`src/rtl/serdes_pkg.sv`:
```
// Shared constants for the serial/parallel converters.
package serdes_pkg;
    localparam int unsigned DEFAULT_WIDTH = 8;
    localparam int unsigned BIT_ORDER_LSB = 1;
    localparam int unsigned BIT_ORDER_MSB = 0;
endpackage

```
`src/rtl/shift_deserializer.sv`:
```
// Serial-to-parallel converter: assembles WIDTH-bit words from qualified serial bits and
// emits them automatically or on a latch strobe, with resync, short-word and overrun flags.
module shift_deserializer
    import serdes_pkg::*;
#(
    parameter int unsigned WIDTH      = DEFAULT_WIDTH,
    parameter int unsigned LSB_FIRST  = BIT_ORDER_LSB,
    parameter int unsigned AUTO_LATCH = 1
) (
    input  logic                         clk,
    input  logic                         reset,
    input  logic                         data,
    input  logic                         bit_valid,
    input  logic                         frame_sync,
    input  logic                         latch,
    output logic [WIDTH-1:0]             dataOut,
    output logic                         out_valid,
    output logic                         short_word,
    output logic [$clog2(WIDTH+1)-1:0]   bit_count,
    output logic                         overrun
);
    localparam int unsigned CW = $clog2(WIDTH + 1);

    logic [WIDTH-1:0] r_shreg;
    logic [CW-1:0]    r_count;
    logic [WIDTH-1:0] r_data_out;
    logic             r_out_valid;
    logic             r_short_word;
    logic             r_overrun;

    logic [WIDTH-1:0] w_shifted;
    logic [WIDTH-1:0] w_sync_shreg;
    logic [WIDTH-1:0] w_post_shreg;
    logic [CW-1:0]    w_post_count;
    logic             w_full;
    logic             w_emit;

    // Bit-order specific shift and the first bit landing in a freshly cleared register
    if (LSB_FIRST == BIT_ORDER_LSB) begin : g_lsb
        assign w_shifted    = {data, r_shreg[WIDTH-1:1]};
        assign w_sync_shreg = bit_valid ? {data, {(WIDTH-1){1'b0}}} : '0;
    end else begin : g_msb
        assign w_shifted    = {r_shreg[WIDTH-2:0], data};
        assign w_sync_shreg = bit_valid ? {{(WIDTH-1){1'b0}}, data} : '0;
    end

    assign w_full       = (r_count == CW'(WIDTH));
    assign w_post_shreg = bit_valid ? w_shifted : r_shreg;

    // Count saturates at WIDTH; only reachable in manual mode
    always_comb begin
        w_post_count = r_count;
        if (bit_valid && !w_full) begin
            w_post_count = r_count + CW'(1);
        end
    end

    assign w_emit = (AUTO_LATCH != 0) ? (bit_valid && (r_count == CW'(WIDTH - 1))) : latch;

    always_ff @(posedge clk) begin
        if (reset) begin
            r_shreg      <= '0;
            r_count      <= '0;
            r_data_out   <= '0;
            r_out_valid  <= 1'b0;
            r_short_word <= 1'b0;
            r_overrun    <= 1'b0;
        end else begin
            r_out_valid  <= 1'b0;
            r_short_word <= 1'b0;
            if (frame_sync) begin
                r_shreg   <= w_sync_shreg;
                r_count   <= CW'(bit_valid);
                r_overrun <= 1'b0;
            end else if (w_emit) begin
                r_data_out   <= w_post_shreg;
                r_out_valid  <= 1'b1;
                r_short_word <= (w_post_count < CW'(WIDTH));
                r_shreg      <= '0;
                r_count      <= '0;
            end else begin
                r_shreg <= w_post_shreg;
                r_count <= w_post_count;
                if (bit_valid && w_full) begin
                    r_overrun <= 1'b1;
                end
            end
        end
    end

    assign dataOut    = r_data_out;
    assign out_valid  = r_out_valid;
    assign short_word = r_short_word;
    assign bit_count  = r_count;
    assign overrun    = r_overrun;

endmodule
```
`config.mk`:
```
export PLATFORM = sky130hd
export DESIGN_NAME = shift_deserializer
export DESIGN_NICKNAME = d
export VERILOG_FILES = /design/src/rtl/serdes_pkg.sv /design/src/rtl/shift_deserializer.sv
export SDC_FILE = /design/constraint.sdc
export NUM_CORES = 1
export LEC_CHECK = 0
export CAP_MARGIN = 15
export CORE_AREA = 2 2 64 66
export CTS_CLUSTER_DIAMETER = 120
export CTS_CLUSTER_SIZE = 8
export DETAILED_ROUTE_END_ITERATION = 10
export DIE_AREA = 0 0 66 68
export HOLD_SLACK_MARGIN = 0.05
export RECOVER_POWER = 25
export SLEW_MARGIN = 40
export SYNTH_ARGS = -nofsm -noshare
export SYNTH_HDL_FRONTEND = slang
export SYNTH_SLANG_ARGS = --single-unit
```
`constraint.sdc`:
```
create_clock -name clk -period 1.45 [get_ports clk]
set_input_delay 0.29 -clock clk [delete_from_list [all_inputs] [get_ports clk]]
set_output_delay 0.29 -clock clk [all_outputs]
set_load 0.03 [all_outputs]
```
==> reports/qor.csv, run 1 <==
stage,metric,value,unit
floorplan,initial cell density of the core,0.250,
worst_setup_path,CP Launch Type,flip-flop,
hold_path,Hold Path Stages,2,
worst_setup_path,crit path DAT,1520,ps
worst_setup_path,R2R setup slack,70,ps
synth,post-synth net total,110,
placement,area post-placement,1300,µm²
finish,final std cells w/o fill,187,
power,Power Total,0.00113,W
finish,layout filler cell count,411,
sta,post-route clock period utilization,0.954,
synth,register bit total from synthesis,23,
synth,syn avg cell area,9.46,µm²
drt,Total Wirelength,2.15,mm
synth,post-synthesis cell type count,25,
sta,max-slew violation count,0,
placement,port buffer count,19,
worst_setup_path,CP Class,reg -> reg,
floorplan,row count,23,
drt,routed len/inst,11.5,µm
grt,GRT Residual Overflow,0,
finish,share of layout cells above drive strength 1,0.204,
worst_setup_path,Crit path required time,1580,ps
synth,Post-synth EDFFs,0,
sta,fin crit period,1380,ps
cts,H-tree lvl count,1,
flow_run,maxcap violations,0,
outcome,status,completed,
sta,Max Clock Freq,723,MHz
hold_path,Min-Delay Path Class,reg -> reg,
cts,TritonCTS clock tree,built,
cts,"Reg clk slew, reported paths",80,ps
worst_setup_path,Critical R2R Launch,bit_count[0]$_SDFFE_PP0P_,
finish,storage element area,465,µm²
cts,Clock Sinks,23,
drt,DRT iter0 DRCs,10,
sta,Worst-Margin Slew,377,ps
synth,Most used DFF post-synth,dfxtp_1,
floorplan,die area,4490,µm²
finish,Util after Layout,0.354,
floorplan,core area,3860,µm²
finish,Multi-input gate area,478,µm²
grt,largest net degree at the start of global routing,16,
placement,dpl hpwl,1.57,mm
cts,Post-CTS Setup Inserts,0,
synth,Syn Inst Count,102,
worst_setup_path,Reg2Reg Depth,6,
floorplan,io pins,21,
power,static leakage,0.592,nW
cts,Max Buffers Root-to-Sink,2,
synth,Syn. warnings,0,
power,peak supply drop,475,µV
hold_path,hold_sp,dataOut[5]$_SDFFE_PP0P_,
sta,Setup Skew,4.52,ps
worst_setup_path,Setup crit end kind,flip-flop,
drt,First-pass DRT Iterations,4,
drt,DRC Markers,0,
drt,DRT antenna net count,0,
grt,vias in the first global route,861,
finish,design area,1370,µm²
drt,vias post-DR,853,
placement,global placer's final weighted congestion,0.760,
finish,final net count,146,
synth,mapped cell area,965,µm²
cts,"Clk Latency, worst-skew pair",260,ps
worst_setup_path,FF-to-FF End,bit_count[0]$_SDFFE_PP0P_,
grt,GRT Total Usage,0.104,
sta,Fin. Hold Viols,0,
floorplan,Die X,66,µm
power,pwr dens,826,nW/µm²
synth,register area share after synthesis,0.477,
grt,first-pass GRT wire length,3.68,mm
floorplan,Die Ht,68,µm
placement,Placed Cells,182,
cts,CTS Buf Count,3,
sta,# setup viols final,0,
sta,Max-slew headroom,0.749,
synth,"FFs w/ async S/R, synth",0,
drt,vias per cell,4.56,
finish,Layout area overhead,41.6,%
grt,initial antenna violation count,0,
sta,setup ws final,66.9,ps
worst_setup_path,Crit Path Max Fanout,4,
finish,diode count,0,
hold_path,"Endpoint, Worst Hold",dataOut[5]$_SDFFE_PP0P_,
cts,clock root cell,clkbuf_8,
sta,unrepaired setup endpoints after global routing,yes,
placement,Post-Place Worst Slack,-348,ps
==> timing repair <==
| item | CTS | global route |
|---|---|---|
| hold buffers | 0 | 0 |
| pin swaps | 0 | 1 |
| gates resized for setup | 14 | 5 |
| gates cloned | 0 | 1 |
| endpoints found under the setup margin | 21 | 9 |
==> synth_stat cells (all sizes together) (2+ instances only) <==
library cell	n	area, µm²
dfxtp	23	460
a21oi	11	55.1
nor2	9	33.8
o21ai	9	45.0
mux2i	8	80.1
or3	8	50.1
buf	5	43.8
nand2	5	18.8
inv	3	11.3
nor3	3	15.0
clkbuf	2	7.51
ha	2	25.0
nand4	2	12.5
o211ai	2	15.0
==> cell usage in the layout, fill, tap and decap left out, types with 2 or more instances in the layout <==
master,n
clkdlybuf4s50_1,3
inv_1,3
buf_4,20
a21oi_1,11
nor2_1,9
nand4b_4,2
o21ai_0,9
dlygate4sd2_1,13
nor3_1,3
nand2_1,5
mux2i_1,8
dfxtp_1,21
nand4_1,2
o211ai_1,2
or3_1,8
clkbuf_8,3
==> cells by family (layout without fill, tap and decap cells) <==
logic type | after synthesis | in the layout | synth area share
AND/OR/NAND/NOR | 33 | 34 | 0.195
AO/OA/AOI/OAI | 25 | 25 | 0.145
flip-flops | 23 | 23 | 0.477
buffers and inverters | 10 | 44 | 0.0649
multiplexers | 8 | 8 | 0.0830
adder cells (fa/ha/maj) | 2 | 2 | 0.0259
XOR/XNOR | 1 | 1 | 0.00908
==> worst max-delay path by stage <==
stage                                          from  slack [ps]  depth (start not counted)                        end
after global routing      bit_count[0]$_SDFFE_PP0P_          -9                          6  bit_count[0]$_SDFFE_PP0P_
after detailed placement                  bit_valid        -350                          5    dataOut[6]$_SDFFE_PP0P_
after floorplan           bit_count[0]$_SDFFE_PP0P_           3                          5    dataOut[2]$_SDFFE_PP0P_
final                     bit_count[0]$_SDFFE_PP0P_          70                          6  bit_count[0]$_SDFFE_PP0P_
after global placement                    bit_valid        -300                          5    dataOut[4]$_SDFFE_PP0P_
after CTS                 bit_count[1]$_SDFFE_PP0N_          30                          4    dataOut[1]$_SDFFE_PP0P_
==> flip-flops by register name (all words and copies together) (netlist names) <==
| register | cells |
|---|---|
| bit_count | 4 |
| short_word | 1 |
| r_shreg | 8 |
| dataOut | 8 |
| overrun | 1 |
| out_valid | 1 |
==> area by class of cell <==
type	count	area share
Timing Repair Buffer	37	0.223
Clock buffer	4	0.0330
Tap cell	50	0.0458
Sequential cell	23	0.341
Multi-Input combinational cell	70	0.350
Inverter	3	0.00824
==> worst max-delay path, stage by stage (launching register included) <==
cell and delay (ps):
dfxtp_4 370, buf_4 120, inv_1 40, ha_1 210
and3b_1 220, o2111ai_1 180, o211ai_1 120
==> metal layers <==
layer	wire, µm	global-route usage	up-vias
met5	0	0	-
met4	13	0.0306	0
met3	87	0.0230	2
met2	1030	0.177	15
met1	1010	0.133	399
li1	-	-	437
==> through the flow <==
stage / hold WS, ps / setup TNS [ps]
global route: 510 / -9.13
detailed placement: 472 / -5240
global placement: 459 / -4480
CTS: 482 / 0
floorplan: 367 / 0
finish: 473 / 0
==> power breakdown <==
| group | internal (W) | switching, W |
|---|---|---|
| combinational | 0.0000469 | 0.0000554 |
| clock | 0.000196 | 0.000190 |
| sequential | 0.000636 | 0.00000556 |
(Power assumes the default switching activity.)
==> run 2: changes to the inputs <==
- clock period: 1.45 -> 1.4 ns (I/O delays scaled with it)
==> run 2 against run 1 <==
Via count rose by 4.7%. Routed wire length rose by 10%. Setup slack improved by 8.5 ps. Non-clock buffer count rose by 3. Critical path type unchanged. Hold slack improved by 5.6 ps. Die area did not move. Global-route usage rose by 0.87 points. Design area rose by 2.7%. Sequential power rose by 3.4%. Clock power rose by 9.9%.
==> reports/qor.csv, run 2 (synthesis gave the netlist of run 1 again) <==
stage,metric,value,unit,change
cts,Clock Sinks,23,,unchanged
drt,routed len/inst,12.5,µm,+8.5%
worst_setup_path,Crit path required time,1600,ps,+20 ps
worst_setup_path,CP Class,reg -> reg,,
finish,final std cells w/o fill,190,,+1.6%
cts,cts-stage hold buffer count,0,,unchanged
worst_setup_path,critical path's slowest cell,dfxtp_4,,
cts,CTS Buf Count,3,,unchanged
sta,max-slew violation count,0,,unchanged
worst_setup_path,cells along the critical path,"ha_4, nand4b_4, or3_1, a21oi_1",,
placement,global placer's final weighted congestion,0.761,,about the same
sta,Worst-Margin Slew,305,ps,-71.2 ps
worst_setup_path,R2R setup slack,80,ps,about the same
sta,fin crit period,1320,ps,-58.5 ps
grt,largest net degree at the start of global routing,16,,unchanged
finish,diode count,0,,unchanged
grt,vias in the first global route,888,,+3.1%
placement,area post-placement,1330,µm²,+2.0%
power,sw frac,0.242,,+0.0201
grt,initial antenna violation count,0,,unchanged
power,static leakage,0.607,nW,+2.5%
floorplan,die area,4490,µm²,unchanged
drt,Total Wirelength,2.37,mm,+10%
grt,first-pass GRT wire length,3.89,mm,+5.6%
grt,GRT Total Usage,0.113,,+0.00868
placement,Post-Place Worst Slack,-304,ps,+43.7 ps
cts,Max Buffers Root-to-Sink,2,,unchanged
placement,dpl hpwl,1.62,mm,+2.7%
drt,DRT iter0 DRCs,34,,+24
cts,H-tree lvl count,1,,unchanged
cts,"Reg clk slew, reported paths",90,ps,about the same
flow_run,maxcap violations,0,,unchanged
drt,First-pass DRT Iterations,4,,unchanged
finish,"most common cell after layout, fill and taps aside",dfxtp_1,,
floorplan,io pins,21,,unchanged
finish,share of layout cells above drive strength 1,0.236,,+0.0313
worst_setup_path,Reg2Reg Depth,4,,-2
power,pwr dens,855,nW/µm²,+3.5%
finish,layout filler cell count,424,,+3.2%
placement,port buffer count,19,,unchanged
power,Comb power frac,0.095,,+0.004
finish,Layout area overhead,45.5,%,
power,power share of the clock group,0.352,,+0.011
drt,DRT antenna net count,0,,unchanged
floorplan,Die Ht,68,µm,unchanged
worst_setup_path,CP Launch Type,flip-flop,,
sta,post-route clock period utilization,0.946,,-0.00773
cts,"Clk Latency, worst-skew pair",270,ps,about the same
worst_setup_path,Critical R2R Launch,bit_count[1]$_SDFFE_PP0N_,,
sta,Setup Skew,9.52,ps,+5.00 ps
floorplan,core area,3860,µm²,unchanged
power,switching power total,0.000290,W,+16%
floorplan,Die X,66,µm,unchanged
drt,vias post-DR,893,,+4.7%
finish,storage element area,469,µm²,+0.81%
worst_setup_path,Setup crit end kind,flip-flop,,
worst_setup_path,FF-to-FF End,dataOut[7]$_SDFFE_PP0P_,,
finish,Util after Layout,0.364,,+0.00973
sta,Max Clock Freq,755,MHz,+4.4%
cts,TritonCTS clock tree,built,,
cts,clock root cell,clkbuf_8,,
worst_setup_path,crit path DAT,1530,ps,about the same
floorplan,row count,23,,unchanged
hold_path,hold_sp,dataOut[4]$_SDFFE_PP0P_,,
finish,"commonest cells after routing, fill and taps aside","dfxtp_1, buf_4, dlygate4sd2_1",,
sta,unrepaired setup endpoints after global routing,no,,
sta,# setup viols final,0,,unchanged
floorplan,initial cell density of the core,0.250,,unchanged
finish,final net count,149,,+2.1%
drt,DRC Markers,0,,unchanged
sta,setup ws final,75.5,ps,+8.51 ps
sta,Max-slew headroom,0.797,,+0.0483
sta,setup TNS,0,ps,unchanged
finish,Multi-input gate area,488,µm²,+2.1%
power,peak supply drop,389,µV,-18%
placement,Placed Cells,184,,+1.1%
power,sequential power share,0.553,,-0.015
worst_setup_path,CP max stage delay,380,ps,about the same
power,Power Internal,0.000910,W,+3.5%
drt,vias per cell,4.70,,+3.0%
grt,GRT Residual Overflow,0,,unchanged
hold_path,Hold Path Stages,2,,unchanged
hold_path,"Endpoint, Worst Hold",dataOut[4]$_SDFFE_PP0P_,,
outcome,status,completed,,
worst_setup_path,Crit Path Max Fanout,8,,+4
finish,design area,1400,µm²,+2.7%
sta,Fin. Hold Viols,0,,unchanged
hold_path,Min-Delay Path Class,reg -> reg,,
[run 2: per-layer routing]
layer,share of wire,vias to the layer above,global-route usage
li1,-,440,-
met1,0.46,418,0.139
met2,0.47,28,0.188
met3,0.052,7,0.0247
met4,0.021,0,0.0510
met5,0,-,0
[run 2: area by class of cell]
cell class                 instances  area share
clock inverter                     1     0.00357
tap                               50      0.0446
sequential                        23       0.334
multi-input combinational         70       0.348
inverter                           3     0.00802
clock buffer                       3      0.0294
timing repair buffer              40       0.233
[run 2: timing repair]
| action | in CTS | in global routing |
|---|---|---|
| buffers inserted | 0 | 1 |
| endpoints found under the hold margin | 0 | 0 |
| gates resized for setup | 18 | 4 |
| gates cloned | 1 | 0 |
| setup endpoints to repair | 23 | 2 |
| pin swaps | 1 | 3 |
[run 2: power groups by stage]
stage / clock [W] / sequential, W / combinational [W]
detailed placement: 0 / 0.000677 / 0.000109
global placement: 0 / 0.000677 / 0.000108
finish: 0.000423 / 0.000664 / 0.000114
CTS: 0.000432 / 0.000663 / 0.000110
floorplan: 0 / 0.000685 / 0.0000489
global route: 0.000455 / 0.000665 / 0.000124
[run 2: metrics by stage]
step | hold WS [ps] | power [W]
6_report | 479 | 0.00120
3_3_place_gp | 461 | 0.000785
5_1_grt | 499 | 0.00124
2_1_floorplan | 357 | 0.000734
3_5_place_dp | 469 | 0.000786
4_1_cts | 479 | 0.00121
[run 2: worst max path at each step]
stage                                            to  depth (start not counted)  slack, ps                      start
after floorplan             dataOut[2]$_SDFFE_PP0P_                          5         30  bit_count[0]$_SDFFE_PP0P_
after global placement      dataOut[6]$_SDFFE_PP0P_                          5       -260                  bit_valid
after detailed placement    dataOut[2]$_SDFFE_PP0P_                          5       -300                  bit_valid
after CTS                 bit_count[0]$_SDFFE_PP0P_                          6         20  bit_count[0]$_SDFFE_PP0P_
after global routing        dataOut[1]$_SDFFE_PP0P_                          4         10  bit_count[1]$_SDFFE_PP0N_
final                       dataOut[7]$_SDFFE_PP0P_                          4         80  bit_count[1]$_SDFFE_PP0N_
[run 2: worst max-delay path: cells and delay by family (launching register included)]
family	cells	cell delay, ps
simple gates	2	540
compound gates	1	160
fa+ha+maj	1	180
flops	1	380
